File: src/rtl/sccb_pkg.sv
// Shared types and constants for the SCCB register-table sequencer.
package sccb_pkg;

   typedef enum logic [2:0] {
      IDLE,
      FETCH,
      START_C,
      BYTE,
      STOP_C,
      GAP,
      FINISH
   } state_e;

   localparam logic [15:0] SCCB_END_ADDR    = 16'hFFFF;
   localparam int          QUARTERS_PER_BIT = 4;
   localparam int          BITS_PER_PHASE   = 9;

endpackage

File: src/rtl/sccb_byte_tx.sv
// Shifts one SCCB byte (8 data cells MSB first, then a released don't-care cell) on quarter ticks.
// SIOC is low for quarters 0-1 and high for 2-3 of each cell; byte_done_o fires on the final tick.
module sccb_byte_tx
   import sccb_pkg::*;
(
   input  logic       CLK,
   input  logic       RST,
   input  logic       tick_i,
   input  logic       load_i,
   input  logic [7:0] byte_i,
   output logic       sioc_o,
   output logic       siod_out_o,
   output logic       siod_oe_o,
   output logic       byte_done_o
);

   logic [1:0] qtr_q, qtr_d;
   logic [3:0] cell_q, cell_d;
   logic [7:0] shift_q, shift_d;
   logic       active_q, active_d;
   logic       last_qtr, last_cell;

   assign last_qtr    = (qtr_q == 2'(QUARTERS_PER_BIT - 1));
   assign last_cell   = (cell_q == 4'(BITS_PER_PHASE - 1));
   // Kept independent of load_i so the parent can chain the next load off it.
   assign byte_done_o = active_q && tick_i && last_qtr && last_cell;

   always_comb begin
      qtr_d    = qtr_q;
      cell_d   = cell_q;
      shift_d  = shift_q;
      active_d = active_q;
      if (load_i) begin
         qtr_d    = 2'd0;
         cell_d   = 4'd0;
         shift_d  = byte_i;
         active_d = 1'b1;
      end else if (active_q && tick_i) begin
         qtr_d = qtr_q + 2'd1;
         if (last_qtr) begin
            if (last_cell) begin
               cell_d   = 4'd0;
               active_d = 1'b0;
            end else begin
               cell_d  = cell_q + 4'd1;
               shift_d = {shift_q[6:0], 1'b0};
            end
         end
      end
   end

   always_ff @(posedge CLK) begin
      if (RST) begin
         qtr_q    <= 2'd0;
         cell_q   <= 4'd0;
         shift_q  <= 8'd0;
         active_q <= 1'b0;
      end else begin
         qtr_q    <= qtr_d;
         cell_q   <= cell_d;
         shift_q  <= shift_d;
         active_q <= active_d;
      end
   end

   assign sioc_o     = ~active_q | qtr_q[1];
   assign siod_oe_o  = active_q & ~last_cell;
   assign siod_out_o = last_cell | shift_q[7];

endmodule

File: src/rtl/sccb_cfg_seq.sv
// Walks a sync-ROM register table and issues one SCCB 3-phase write per entry on SIOC/SIOD.
// Bus pins are registered, so they trail the internal state by one cycle; START is ignored while busy.
module sccb_cfg_seq
   import sccb_pkg::*;
#(
   parameter int          QTR      = 250,
   parameter int          NUM_REGS = 256,
   parameter logic [7:0]  DEV_ID   = 8'h78
) (
   input  logic        CLK,
   input  logic        RST,
   input  logic        START,
   output logic [7:0]  TBL_ADDR,
   input  logic [23:0] TBL_DATA,
   output logic        SIOC,
   output logic        SIOD_OUT,
   output logic        SIOD_OE,
   output logic        BUSY,
   output logic        DONE,
   output logic [8:0]  REG_CNT
);

   localparam int QW = (QTR > 1) ? $clog2(QTR) : 1;

   state_e        state_q, state_d;
   logic          fetch_wait_q, fetch_wait_d;
   logic [QW-1:0] qcnt_q, qcnt_d;
   logic [1:0]    qtr_q, qtr_d;
   logic [1:0]    phase_q, phase_d;
   logic [23:0]   entry_q, entry_d;
   logic [7:0]    tbl_addr_q, tbl_addr_d;
   logic [8:0]    reg_cnt_q, reg_cnt_d;
   logic          busy_q, busy_d;
   logic          done_q, done_d;
   logic          sioc_q, siod_out_q, siod_oe_q;

   logic          quarter_st, tick;
   logic          tx_load, tx_done, tx_sioc, tx_siod, tx_oe;
   logic [1:0]    load_phase;
   logic          bus_sioc, bus_out, bus_oe;

   function automatic logic [7:0] phase_byte(input logic [1:0] ph, input logic [23:0] ent);
      case (ph)
         2'd0:    return DEV_ID;
         2'd1:    return ent[23:16];
         2'd2:    return ent[15:8];
         default: return ent[7:0];
      endcase
   endfunction

   assign quarter_st = (state_q == START_C) || (state_q == BYTE) ||
                       (state_q == STOP_C)  || (state_q == GAP);
   assign tick       = quarter_st && (qcnt_q == QW'(QTR - 1));
   assign qcnt_d     = (!quarter_st || tick) ? '0 : qcnt_q + 1'b1;

   sccb_byte_tx u_tx (
      .CLK         (CLK),
      .RST         (RST),
      .tick_i      (tick),
      .load_i      (tx_load),
      .byte_i      (phase_byte(load_phase, entry_q)),
      .sioc_o      (tx_sioc),
      .siod_out_o  (tx_siod),
      .siod_oe_o   (tx_oe),
      .byte_done_o (tx_done)
   );

   always_comb begin
      state_d      = state_q;
      fetch_wait_d = fetch_wait_q;
      qtr_d        = qtr_q;
      phase_d      = phase_q;
      entry_d      = entry_q;
      tbl_addr_d   = tbl_addr_q;
      reg_cnt_d    = reg_cnt_q;
      busy_d       = busy_q;
      done_d       = 1'b0;
      tx_load      = 1'b0;
      load_phase   = phase_q;
      case (state_q)
         IDLE: begin
            if (START) begin
               tbl_addr_d   = 8'd0;
               reg_cnt_d    = 9'd0;
               busy_d       = 1'b1;
               fetch_wait_d = 1'b0;
               state_d      = FETCH;
            end
         end
         FETCH: begin
            // First cycle lets the ROM see the new address; data is valid on the second.
            if (!fetch_wait_q) begin
               fetch_wait_d = 1'b1;
            end else begin
               fetch_wait_d = 1'b0;
               entry_d      = TBL_DATA;
               qtr_d        = 2'd0;
               state_d      = (TBL_DATA[23:8] == SCCB_END_ADDR) ? FINISH : START_C;
            end
         end
         START_C: begin
            if (tick) begin
               qtr_d = qtr_q + 2'd1;
               if (qtr_q == 2'd3) begin
                  phase_d    = 2'd0;
                  tx_load    = 1'b1;
                  load_phase = 2'd0;
                  state_d    = BYTE;
               end
            end
         end
         BYTE: begin
            if (tx_done) begin
               if (phase_q == 2'd3) begin
                  qtr_d   = 2'd0;
                  state_d = STOP_C;
               end else begin
                  phase_d    = phase_q + 2'd1;
                  tx_load    = 1'b1;
                  load_phase = phase_q + 2'd1;
               end
            end
         end
         STOP_C: begin
            if (tick) begin
               qtr_d = qtr_q + 2'd1;
               if (qtr_q == 2'd3) state_d = GAP;
            end
         end
         GAP: begin
            if (tick) begin
               qtr_d = qtr_q + 2'd1;
               if (qtr_q == 2'd3) begin
                  reg_cnt_d = reg_cnt_q + 9'd1;
                  if (tbl_addr_q == 8'(NUM_REGS - 1)) begin
                     state_d = FINISH;
                  end else begin
                     tbl_addr_d = tbl_addr_q + 8'd1;
                     state_d    = FETCH;
                  end
               end
            end
         end
         FINISH: begin
            done_d  = 1'b1;
            busy_d  = 1'b0;
            state_d = IDLE;
         end
         default: state_d = IDLE;
      endcase
   end

   // Framing levels per quarter; the byte shifter owns the bus during BYTE.
   always_comb begin
      bus_sioc = 1'b1;
      bus_out  = 1'b1;
      bus_oe   = 1'b0;
      case (state_q)
         START_C: begin
            bus_oe   = 1'b1;
            bus_sioc = ~qtr_q[1];
            bus_out  = (qtr_q == 2'd0);
         end
         BYTE: begin
            bus_sioc = tx_sioc;
            bus_out  = tx_siod;
            bus_oe   = tx_oe;
         end
         STOP_C: begin
            bus_oe   = (qtr_q != 2'd3);
            bus_sioc = (qtr_q != 2'd0);
            bus_out  = qtr_q[1];
         end
         default: ;
      endcase
   end

   always_ff @(posedge CLK) begin
      if (RST) begin
         state_q      <= IDLE;
         fetch_wait_q <= 1'b0;
         qcnt_q       <= '0;
         qtr_q        <= 2'd0;
         phase_q      <= 2'd0;
         entry_q      <= 24'd0;
         tbl_addr_q   <= 8'd0;
         reg_cnt_q    <= 9'd0;
         busy_q       <= 1'b0;
         done_q       <= 1'b0;
         sioc_q       <= 1'b1;
         siod_out_q   <= 1'b1;
         siod_oe_q    <= 1'b0;
      end else begin
         state_q      <= state_d;
         fetch_wait_q <= fetch_wait_d;
         qcnt_q       <= qcnt_d;
         qtr_q        <= qtr_d;
         phase_q      <= phase_d;
         entry_q      <= entry_d;
         tbl_addr_q   <= tbl_addr_d;
         reg_cnt_q    <= reg_cnt_d;
         busy_q       <= busy_d;
         done_q       <= done_d;
         sioc_q       <= bus_sioc;
         siod_out_q   <= bus_out;
         siod_oe_q    <= bus_oe;
      end
   end

   assign TBL_ADDR = tbl_addr_q;
   assign REG_CNT  = reg_cnt_q;
   assign BUSY     = busy_q;
   assign DONE     = done_q;
   assign SIOC     = sioc_q;
   assign SIOD_OUT = siod_out_q;
   assign SIOD_OE  = siod_oe_q;

endmodule

File: config.mk
export PLATFORM = sky130hd
export DESIGN_NAME = sccb_cfg_seq
export DESIGN_NICKNAME = d
export VERILOG_FILES = /design/src/rtl/sccb_pkg.sv /design/src/rtl/sccb_byte_tx.sv /design/src/rtl/sccb_cfg_seq.sv
export SDC_FILE = /design/constraint.sdc
export NUM_CORES = 1
export LEC_CHECK = 0
export ABC_AREA = 1
export CAP_MARGIN = 5
export CORE_MARGIN = 2
export CORE_UTILIZATION = 49
export CTS_CLUSTER_DIAMETER = 80
export DETAILED_ROUTE_END_ITERATION = 8
export MAX_ROUTING_LAYER = met4
export PLACE_DENSITY = 0.72
export SYNTH_ARGS = -nofsm -noshare
export SYNTH_HDL_FRONTEND = slang
export SYNTH_SLANG_ARGS = --single-unit
File: constraint.sdc
create_clock -name CLK -period 1.95 [get_ports CLK]
set_clock_uncertainty 0.1 [all_clocks]
set_input_delay 0.39 -clock CLK [delete_from_list [all_inputs] [get_ports CLK]]
set_output_delay 0.39 -clock CLK [all_outputs]
set_load 0.005 [all_outputs]
-- Yosys cells after proc, flatten, opt, wreduce, memory -nomap -nowiden
Index checks and enable logic that the tools add are counted.
- equal/unequal tests: 29
- reduce and logical (&&, ||, !) cells: 33
- muxes and demuxes: 56
- bitwise operators: 6
- add/sub/neg operators: 7
- operators by type and width (operator ; count):
    $mux W8 ; 8
    $mux W3 ; 12
    $mux W9 ; 3
    $pmux W8 S3 ; 1
    $ne A2 B2 Y1 const B ; 9
    $pmux W3 S6 ; 1
    $pmux W9 S2 ; 1
    $add A8 B1 Y8 const B ; 2
    $eq A16 B16 Y1 const B ; 1
    $eq A8 B8 Y1 const B ; 2
    $mux W2 ; 8
    $pmux W8 S2 ; 1
    $reduce_bool A2 Y1 ; 7
    $mux W1 ; 12
    $ne A2 B1 Y1 const B ; 5
    $reduce_and A10 Y1 ; 1
    $reduce_and A5 Y1 ; 2
    $add A9 B1 Y9 const B ; 1
    $eq A3 B3 Y1 const B ; 3
    $pmux W1 S3 ; 3
    $eq A2 B2 Y1 const B ; 4
    $reduce_and A2 Y1 ; 4
    $add A2 B1 Y2 const B ; 3
    $eq A3 B2 Y1 const B ; 2
    other kinds (21) ; 35
- bits in registers: 77
- logic and storage cells: 148
- output and inout bits: 22
- input bits: 27

-- Longest topological paths before layout
Gate-level depths: netlist of run 1.
- depth in word-level cells: 13
- gate-level depth with buffers: 15
- depth with buffers taken out: 15

-- By module
Synthesis of run 1 repeated with hierarchy kept, for this count alone.
- cell total of the unflattened synthesis: 592
- area, all modules: 4043.9 µm²
- modules (own cells, without submodules) (module ; cells each ; sequential area each (µm²) ; area an instance (µm²) ; times used):
    sccb_cfg_seq ; 476 ; 1241.2 ; 3223.1 ; 1
    sccb_byte_tx ; 116 ; 300.3 ; 820.8 ; 1

-- Least setup slack after synthesis of run 1
Ideal clock, no wire load.
- path kind: register -> register
- start point: reg qcnt_q[0]
- end point: reg u_tx.shift_q[1]
- path buffers: 1
- cell stages (with the launch flop): 14
- clock period less this slack: 2.052 ns
- data required time: 1.718 ns
- path slack: -0.102 ns
- library setup time: 0.132 ns
- arrival time: 1.819 ns
- cells stage by stage: dfxtp_1 ha_1 nand3_1 and2b_1 nand4_4 nor2_8 nand2_1 nand3_2 nand2_4 buf_6 nand3_1 nand2_1 o21bai_1 a21oi_1
- cells in the longest elaborated chain, start to end: 10
- elaborated cells between the ends (all ways): 20
- classes of those cells: 4 x eq/ne; 8 x mux; 8 x reduce/logical
- ends and longest elaborated chain (element ; line ; text):
    from (decl) ; sccb_cfg_seq.sv:27 ; logic [QW-1:0] qcnt_q, qcnt_d;
    from (signal assigned) ; sccb_cfg_seq.sv:196 ; qcnt_q <= qcnt_d;
    $eq A8 B8 Y1 (*) ; sccb_cfg_seq.sv:53 ; assign tick = quarter_st && (qcnt_q == QW'(QTR - 1));
    $logic_and A1 B1 Y1 (*) ; sccb_cfg_seq.sv:53 ;
    $logic_and A1 B1 Y1 ; sccb_byte_tx.sv:26, sccb_byte_tx.sv:38 ;
    $logic_and A1 B1 Y1 (2 in a row) ; sccb_byte_tx.sv:26 ; assign byte_done_o = active_q && tick_i && last_qtr && last_cell;
    $mux W2 ; - ;
    $pmux W2 S2 ; sccb_cfg_seq.sv:80 ; case (state_q)
    $eq A2 B2 Y1 (tied with other cells) ; sccb_cfg_seq.sv:43 ; case (ph)
    $pmux W8 S3 ; sccb_cfg_seq.sv:43 ;
    $mux W8 ; sccb_byte_tx.sv:33 ; if (load_i) begin
    to (signal assigned) ; sccb_byte_tx.sv:61 ; shift_q <= shift_d;
    to (decl) ; sccb_byte_tx.sv:19 ; logic [7:0] shift_q, shift_d;
Every way passes the cells marked *; elsewhere a longest branch is shown, timed or not.
A chain may end at the register's enable or synchronous reset.

-- Worst setup path after layout of run 1
- start point: reg qcnt_q[1]
- end point: reg u_tx.shift_q[0]
Same word-level chain as after synthesis.

==> results of run 1 <==
per-layer routing:
| layer | wire [um] | GRT usage | share of wire | vias up |
|---|---|---|---|---|
| met4 | 180 | 0.0923 | 0.018 | 0 |
| li1 | - | - | - | 1928 |
| met5 | 0 | - | 0 | - |
| met2 | 4970 | 0.434 | 0.51 | 76 |
| met1 | 4320 | 0.283 | 0.44 | 1773 |
| met3 | 326 | 0.0518 | 0.033 | 19 |
cell type report:
cell class                 instances  area [um2]  share of cell area
clock buffer                       9         124              0.0230
sequential                        77        1550               0.289
timing repair inverter             1        7.51             0.00140
tap                               99         124              0.0230
clock inverter                     7        98.8              0.0184
timing repair buffer             126        1110               0.206
multi-input combinational        361        2150               0.399
inverter                          56         213              0.0396
through the flow:
stage          hold slack (ps)  power (mW)  setup WS [ps]  utilization
6_report                   356        4.73           -143        0.741
5_1_grt                    392        4.99           -269        0.741
4_1_cts                    358        4.47           -101        0.707
3_5_place_dp               347        3.02           -263        0.654
3_3_place_gp               342        2.99           -226        0.654
2_1_floorplan              330        2.44          -57.2            -
power by group:
group	internal, mW	switching [mW]
Clock	0.726	0.626
Combinational	0.734	0.837
Sequential	1.71	0.0980
Total	3.17	1.56
sequential cells by signal, summed over array words and instances (netlist names), 2 cells and up:
| signal | cells |
|---|---|
| entry_q | 24 |
| REG_CNT | 9 |
| TBL_ADDR | 8 |
| qcnt_q | 8 |
| u_tx.shift_q | 8 |
| u_tx.cell_q | 4 |
| state_q | 3 |
| phase_q | 2 |
| qtr_q | 2 |
| u_tx.qtr_q | 2 |
cells by family after synthesis:
group           synth area share
compound gates             0.148
simple gates               0.306
fa+ha+maj                 0.0308
xor+xnor                  0.0192
buf+inv                   0.0742
flops                      0.421
path summary, 6_finish.rpt:
check	slack, ps	depth (start not counted)	start	endpoint
max reg2reg	-140	12	qcnt_q[1]$_SDFF_PP0_	u_tx.shift_q[0]$_SDFFE_PP0P_
min reg2reg	360	2	entry_q[19]$_SDFFE_PP0P_	entry_q[19]$_SDFFE_PP0P_
max	-140	12	qcnt_q[1]$_SDFF_PP0_	u_tx.shift_q[0]$_SDFFE_PP0P_
min	360	2	entry_q[19]$_SDFFE_PP0P_	entry_q[19]$_SDFFE_PP0P_
timing repair:
action	CTS	global route
pin swaps	9	6
setup buffers	9	6
gates resized for setup	33	64
setup endpoints to repair	28	58
endpoints found under the hold margin	0	0
gates cloned	1	0
cell usage after synthesis (all sizes together):
cell	number
nand2	82
a21oi	35
dfxtp	77
inv	55
a31oi	2
nor4	1
clkbuf	9
clkinv	1
ha	9
xor2	4
o21ai	45
a211oi	3
o211ai	1
and3	1
o311a	1
buf	3
o211a	1
or2	1
a21o	1
and2b	1
o21bai	4
nor3	13
o2111ai	3
nand4	8
xnor2	4
nor3b	2
nand2b	1
nand3	46
nor2	92
critical path, delay by kind of cell (launching register included):
kind	cells	cell delay, ps
AND/OR/NAND/NOR	4	450
flip-flops	1	340
AO/OA/AOI/OAI	3	530
buffers and inverters	4	400
adder cells (fa/ha/maj)	1	150
==> flow_summary.json, run 1 <==
{
  "status": "finished, violations left",
  "violations": "setup timing",
  "cp.arrival_ps": 2240,
  "tightest_slew_ps": 353,
  "maxCapViolations": 0,
  "row_count": 31,
  "final_max_slew_viol_count": 0,
  "final_nets": 668,
  "wl_per_cell_um": 13.3,
  "antenna_cells": 0,
  "start_util": 0.504,
  "clock_latency_ps": 360,
  "cp_cell_sequence": "inv_2 > ha_4 > nand3_2 > and2b_2 > nand4_4 > nor2_8 > buf_6 > a21oi_4 > inv_4 > buf_4 > o21ai_0 > a21oi_2",
  "final_cells": 736,
  "core_um2": 7250,
  "relSlewSlack": 0.763,
  "cts.sinks": 77,
  "setup_tns_ps": -1100,
  "cts_made_buffers": 9,
  "hold_violations": 0,
  "max_freq_mhz": 478,
  "synth_cell_types": 39,
  "dp.cells": 704,
  "vias": 3796,
  "cts_root_buf": "clkbuf_8",
  "synthCells": 506,
  "syn_to_final_growth_pct": 47.0,
  "clkTransAtPathRegs_ps": 80,
  "dr.pass1.iters": 4,
  "cp_slowest_cell": "dfxtp_2",
  "clock_tree.htree_level_count": 3,
  "critPathMaxFanout": 6,
  "postRouteAntennaNets": 0,
  "gp_congestion": 0.869,
  "yosys_warnings": 0,
  "finalSetupViolCount": 14,
  "postLayoutCellArea_um2": 5380,
  "leakagePower_nw": 2.23,
  "cts_tree": "yes",
  "grt_pass1_wl_um": 16100,
  "synthTopCellsByArea": "dfxtp_1 (42%), nor2_1 (9.2%), nand2_1 (8.3%)",
  "grt-ovfl-total": 0,
  "worstPathRequired_ps": 2100,
  "ios": 49,
  "cts_hold_buf": 0,
  "pwr_density_cell_nw_per_um2": 880,
  "synth-seq-cells": 77,
  "post_dp_cell_area_um2": 4740,
  "worstSetupStartpointType": "register",
  "synth_top_area_frac": 0.421,
  "die_w_um": 90.4,
  "fillers": 559,
  "end_kind": "register",
  "post_drt_via_cell_ratio": 5.16,
  "layout_commonest_cell": "nor2_1",
  "post-route-min-period_ps": 2090,
  "syn_area_per_cell_um2": 7.23,
  "grt_antenna_before_repair": 0,
  "drt_iter0_drc": 140,
  "rsz0062_at_grt": "yes",
  "finalCritPeriodShare": 1.07,
  "ir_drop_v": 0.000515,
  "mostFrequentLayoutCells": "nor2_1 (76), buf_4 (71), dfxtp_1 (70)",
  "syn_nets": 542,
  "grt_max_degree": 28,
  "hold_path_class": "reg -> reg",
  "ys_seq_area_frac": 0.421,
  "finalWorstSetupSlack_ps": -143,
  "floorplan.die_area_um2": 8170,
  "grt_pass1_vias": 3689,
  "drc": 0,
  "critical_path_class": "reg -> reg",
  "crit_path_max_incr_delay_ps": 340,
  "drive_above_1_share": 0.287,
  "synth_area_um2": 3660,
  "io_buffer_count": 48,
  "routed_wl_um": 9800,
  "max-clock-path-buffers": 2,
  "dp_hpwl_um": 6890,
  "die_y_um": 90.4,
  "yosysTopAreaCell": "dfxtp_1",
  "track_usage": 0.249
}
(Power assumes the default switching activity.)
==> run 2: changes to the inputs <==
Settings changed: CORE_ASPECT_RATIO from default to 0.5.
==> flow_summary.json, run 2 (same netlist as run 1, synthesis figures left out) <==
{
  "cts_tree": "yes",
  "max-clock-path-buffers": 2,
  "hold_path_class": "reg -> reg",
  "finalSetupViolCount": 14,
  "violations": "setup timing",
  "grt-ovfl-total": 0,
  "tightest_slew_ps": 387,
  "drt_iter0_drc": 229,
  "vias": 3849,
  "crit_family": "simple AND/OR/NAND/NOR gates",
  "finalWorstSetupSlack_ps": -166,
  "ir_drop_v": 0.000613,
  "dr.pass1.iters": 5,
  "critical_path_class": "reg -> reg",
  "grt_util_met2": 0.414,
  "pwr_density_cell_nw_per_um2": 922,
  "rsz0062_at_grt": "yes",
  "die_y_um": 65.1,
  "relSlewSlack": 0.741,
  "status": "finished, violations left",
  "p_int_mw": 3.54,
  "cp.arrival_ps": 2280,
  "largest_reg_flops": 24,
  "cts_root_buf": "clkbuf_16",
  "postRouteAntennaNets": 0,
  "routed_wl_um": 10200,
  "cp_slowest_cell": "dfxtp_2",
  "worstPathRequired_ps": 2120,
  "grt_pass1_wl_um": 15500,
  "clkTransAtPathRegs_ps": 60,
  "grt_max_degree": 28,
  "clock_latency_ps": 340,
  "ios": 49,
  "floorplan.die_area_um2": 8210,
  "drc": 0,
  "cts_hold_buf": 0,
  "gr-usage-met3": 0.0586,
  "hold_violations": 0,
  "power_switching_mw": 1.56,
  "cts.sinks": 77,
  "grt-busiest-layer": "met2",
  "finalCritPeriodShare": 1.09,
  "drive_above_1_share": 0.297,
  "final_nets": 674,
  "pre_cts_ws_ps": -216,
  "post-route-min-period_ps": 2120,
  "grt_pass1_vias": 3464,
  "critPathMaxFanout": 8,
  "syn_to_final_growth_pct": 51.4,
  "mostFrequentLayoutCells": "nor2_1 (80), buf_4 (80), dfxtp_1 (70)",
  "cp_num_buf_inv": 2,
  "maxCapViolations": 0,
  "crit_path_max_incr_delay_ps": 330,
  "seqPwrFrac": 0.357,
  "row_count": 22,
  "wl_per_cell_um": 13.8,
  "switching_share": 0.306,
  "die_w_um": 126,
  "max_freq_mhz": 473,
  "io_buffer_count": 48,
  "clkPwrFrac": 0.337,
  "use_met1": 0.290,
  "dp_hpwl_um": 6510,
  "cp_cell_sequence": "inv_2 > ha_4 > nand3_2 > and2b_2 > nand4_4 > nor2_8 > nand3_4 > a21oi_4 > buf_12 > nand3_1 > nand3_2 > nand2_2 > a21oi_2",
  "dp.cells": 711,
  "end_kind": "register",
  "start_util": 0.503,
  "cts_made_buffers": 9,
  "track_usage": 0.244,
  "worstSetupStartpointType": "register",
  "gp_congestion": 0.883,
  "regMostFlops": "entry_q",
  "final_max_slew_viol_count": 0,
  "path_common_cell": "nand3_2",
  "antenna_cells": 0,
  "leakagePower_nw": 2.32,
  "post_drt_via_cell_ratio": 5.21,
  "pwr-share-comb": 0.306,
  "clock_tree.htree_level_count": 3,
  "final_cells": 739,
  "core_um2": 7270,
  "fillers": 555,
  "grt_antenna_before_repair": 0
}
==> run 2: cell types whose count changed in the layout (fill, tap and decap cells not counted), sizes merged <==
| cell | before | now |
|---|---|---|
| buf | 78 | 84 |
| bufinv | 2 | 1 |
| clkbuf | 9 | 13 |
| clkinvlp | 2 | 0 |
| inv | 56 | 55 |
==> run 2: worst register-to-register path, delay by kind of cell, from the launching register on <==
family / cells / cell delay (ps)
buffers and inverters: 2 / 220
AOI/OAI and AO/OA: 2 / 350
and+or+nand+nor: 8 / 960
DFF: 1 / 330
adders and majority gates: 1 / 120
==> run 2: area by class of cell <==
cell class | count | area (um2) | area share
sequential | 77 | 1560 | 0.281
inverter | 56 | 218 | 0.0393
multi-input combinational | 361 | 2170 | 0.392
tap | 96 | 120 | 0.0217
clock buffer | 12 | 267 | 0.0481
timing repair buffer | 133 | 1160 | 0.209
clock inverter | 4 | 45.0 | 0.00814
==> run 2: path summary, 6_finish.rpt <==
kind,start,to,slack (ps),cells after the start
min reg2reg,BUSY$_SDFFE_PP0P_,BUSY$_SDFFE_PP0P_,360,2
max reg2reg,qcnt_q[1]$_SDFF_PP0_,u_tx.shift_q[0]$_SDFFE_PP0P_,-170,13
max,qcnt_q[1]$_SDFF_PP0_,u_tx.shift_q[0]$_SDFFE_PP0P_,-170,13
min,BUSY$_SDFFE_PP0P_,BUSY$_SDFFE_PP0P_,360,2
==> run 2: repair_timing <==
item / 4_1_cts / 5_1_grt
endpoints found under the setup margin: 22 / 50
gates resized for setup: 21 / 71
setup buffers: 3 / 8
cloned: 0 / 1
pin swaps: 5 / 30
==> run 2: power groups by stage <==
| stage | clock, mW | sequential (mW) | combinational (mW) |
|---|---|---|---|
| 2_1_floorplan | 0 | 1.82 | 0.621 |
| 3_3_place_gp | 0 | 1.82 | 1.20 |
| 3_5_place_dp | 0 | 1.83 | 1.22 |
| 4_1_cts | 1.74 | 1.80 | 1.30 |
| 5_1_grt | 1.80 | 1.84 | 1.71 |
| 6_report | 1.72 | 1.82 | 1.56 |
==> run 2: per-layer routing <==
layer | up-vias | part of all wire
met5 | - | 0
met4 | 0 | 0.018
met3 | 21 | 0.046
met2 | 112 | 0.49
met1 | 1779 | 0.45
li1 | 1937 | -
==> run 2: stage by stage <==
| step | hold slack [ps] | util | setup TNS [ps] | area (um2) | power, mW |
|---|---|---|---|---|---|
| final | 361 | 0.762 | -1290 | 5540 | 5.11 |
| after global routing | 387 | 0.762 | -4230 | 5540 | 5.35 |
| after CTS | 363 | 0.716 | -619 | 5200 | 4.84 |
| after detailed placement | 350 | 0.661 | -2400 | 4800 | 3.04 |
| after global placement | 344 | 0.661 | -1500 | 4800 | 3.02 |
| after floorplan | 330 | - | -297 | 3700 | 2.44 |
==> run 3: changes to the inputs <==
Settings changed: CAP_MARGIN 5 to default.
==> results of run 3 <==
No change in the layout: final DEF, timing and power equal those of run 2.
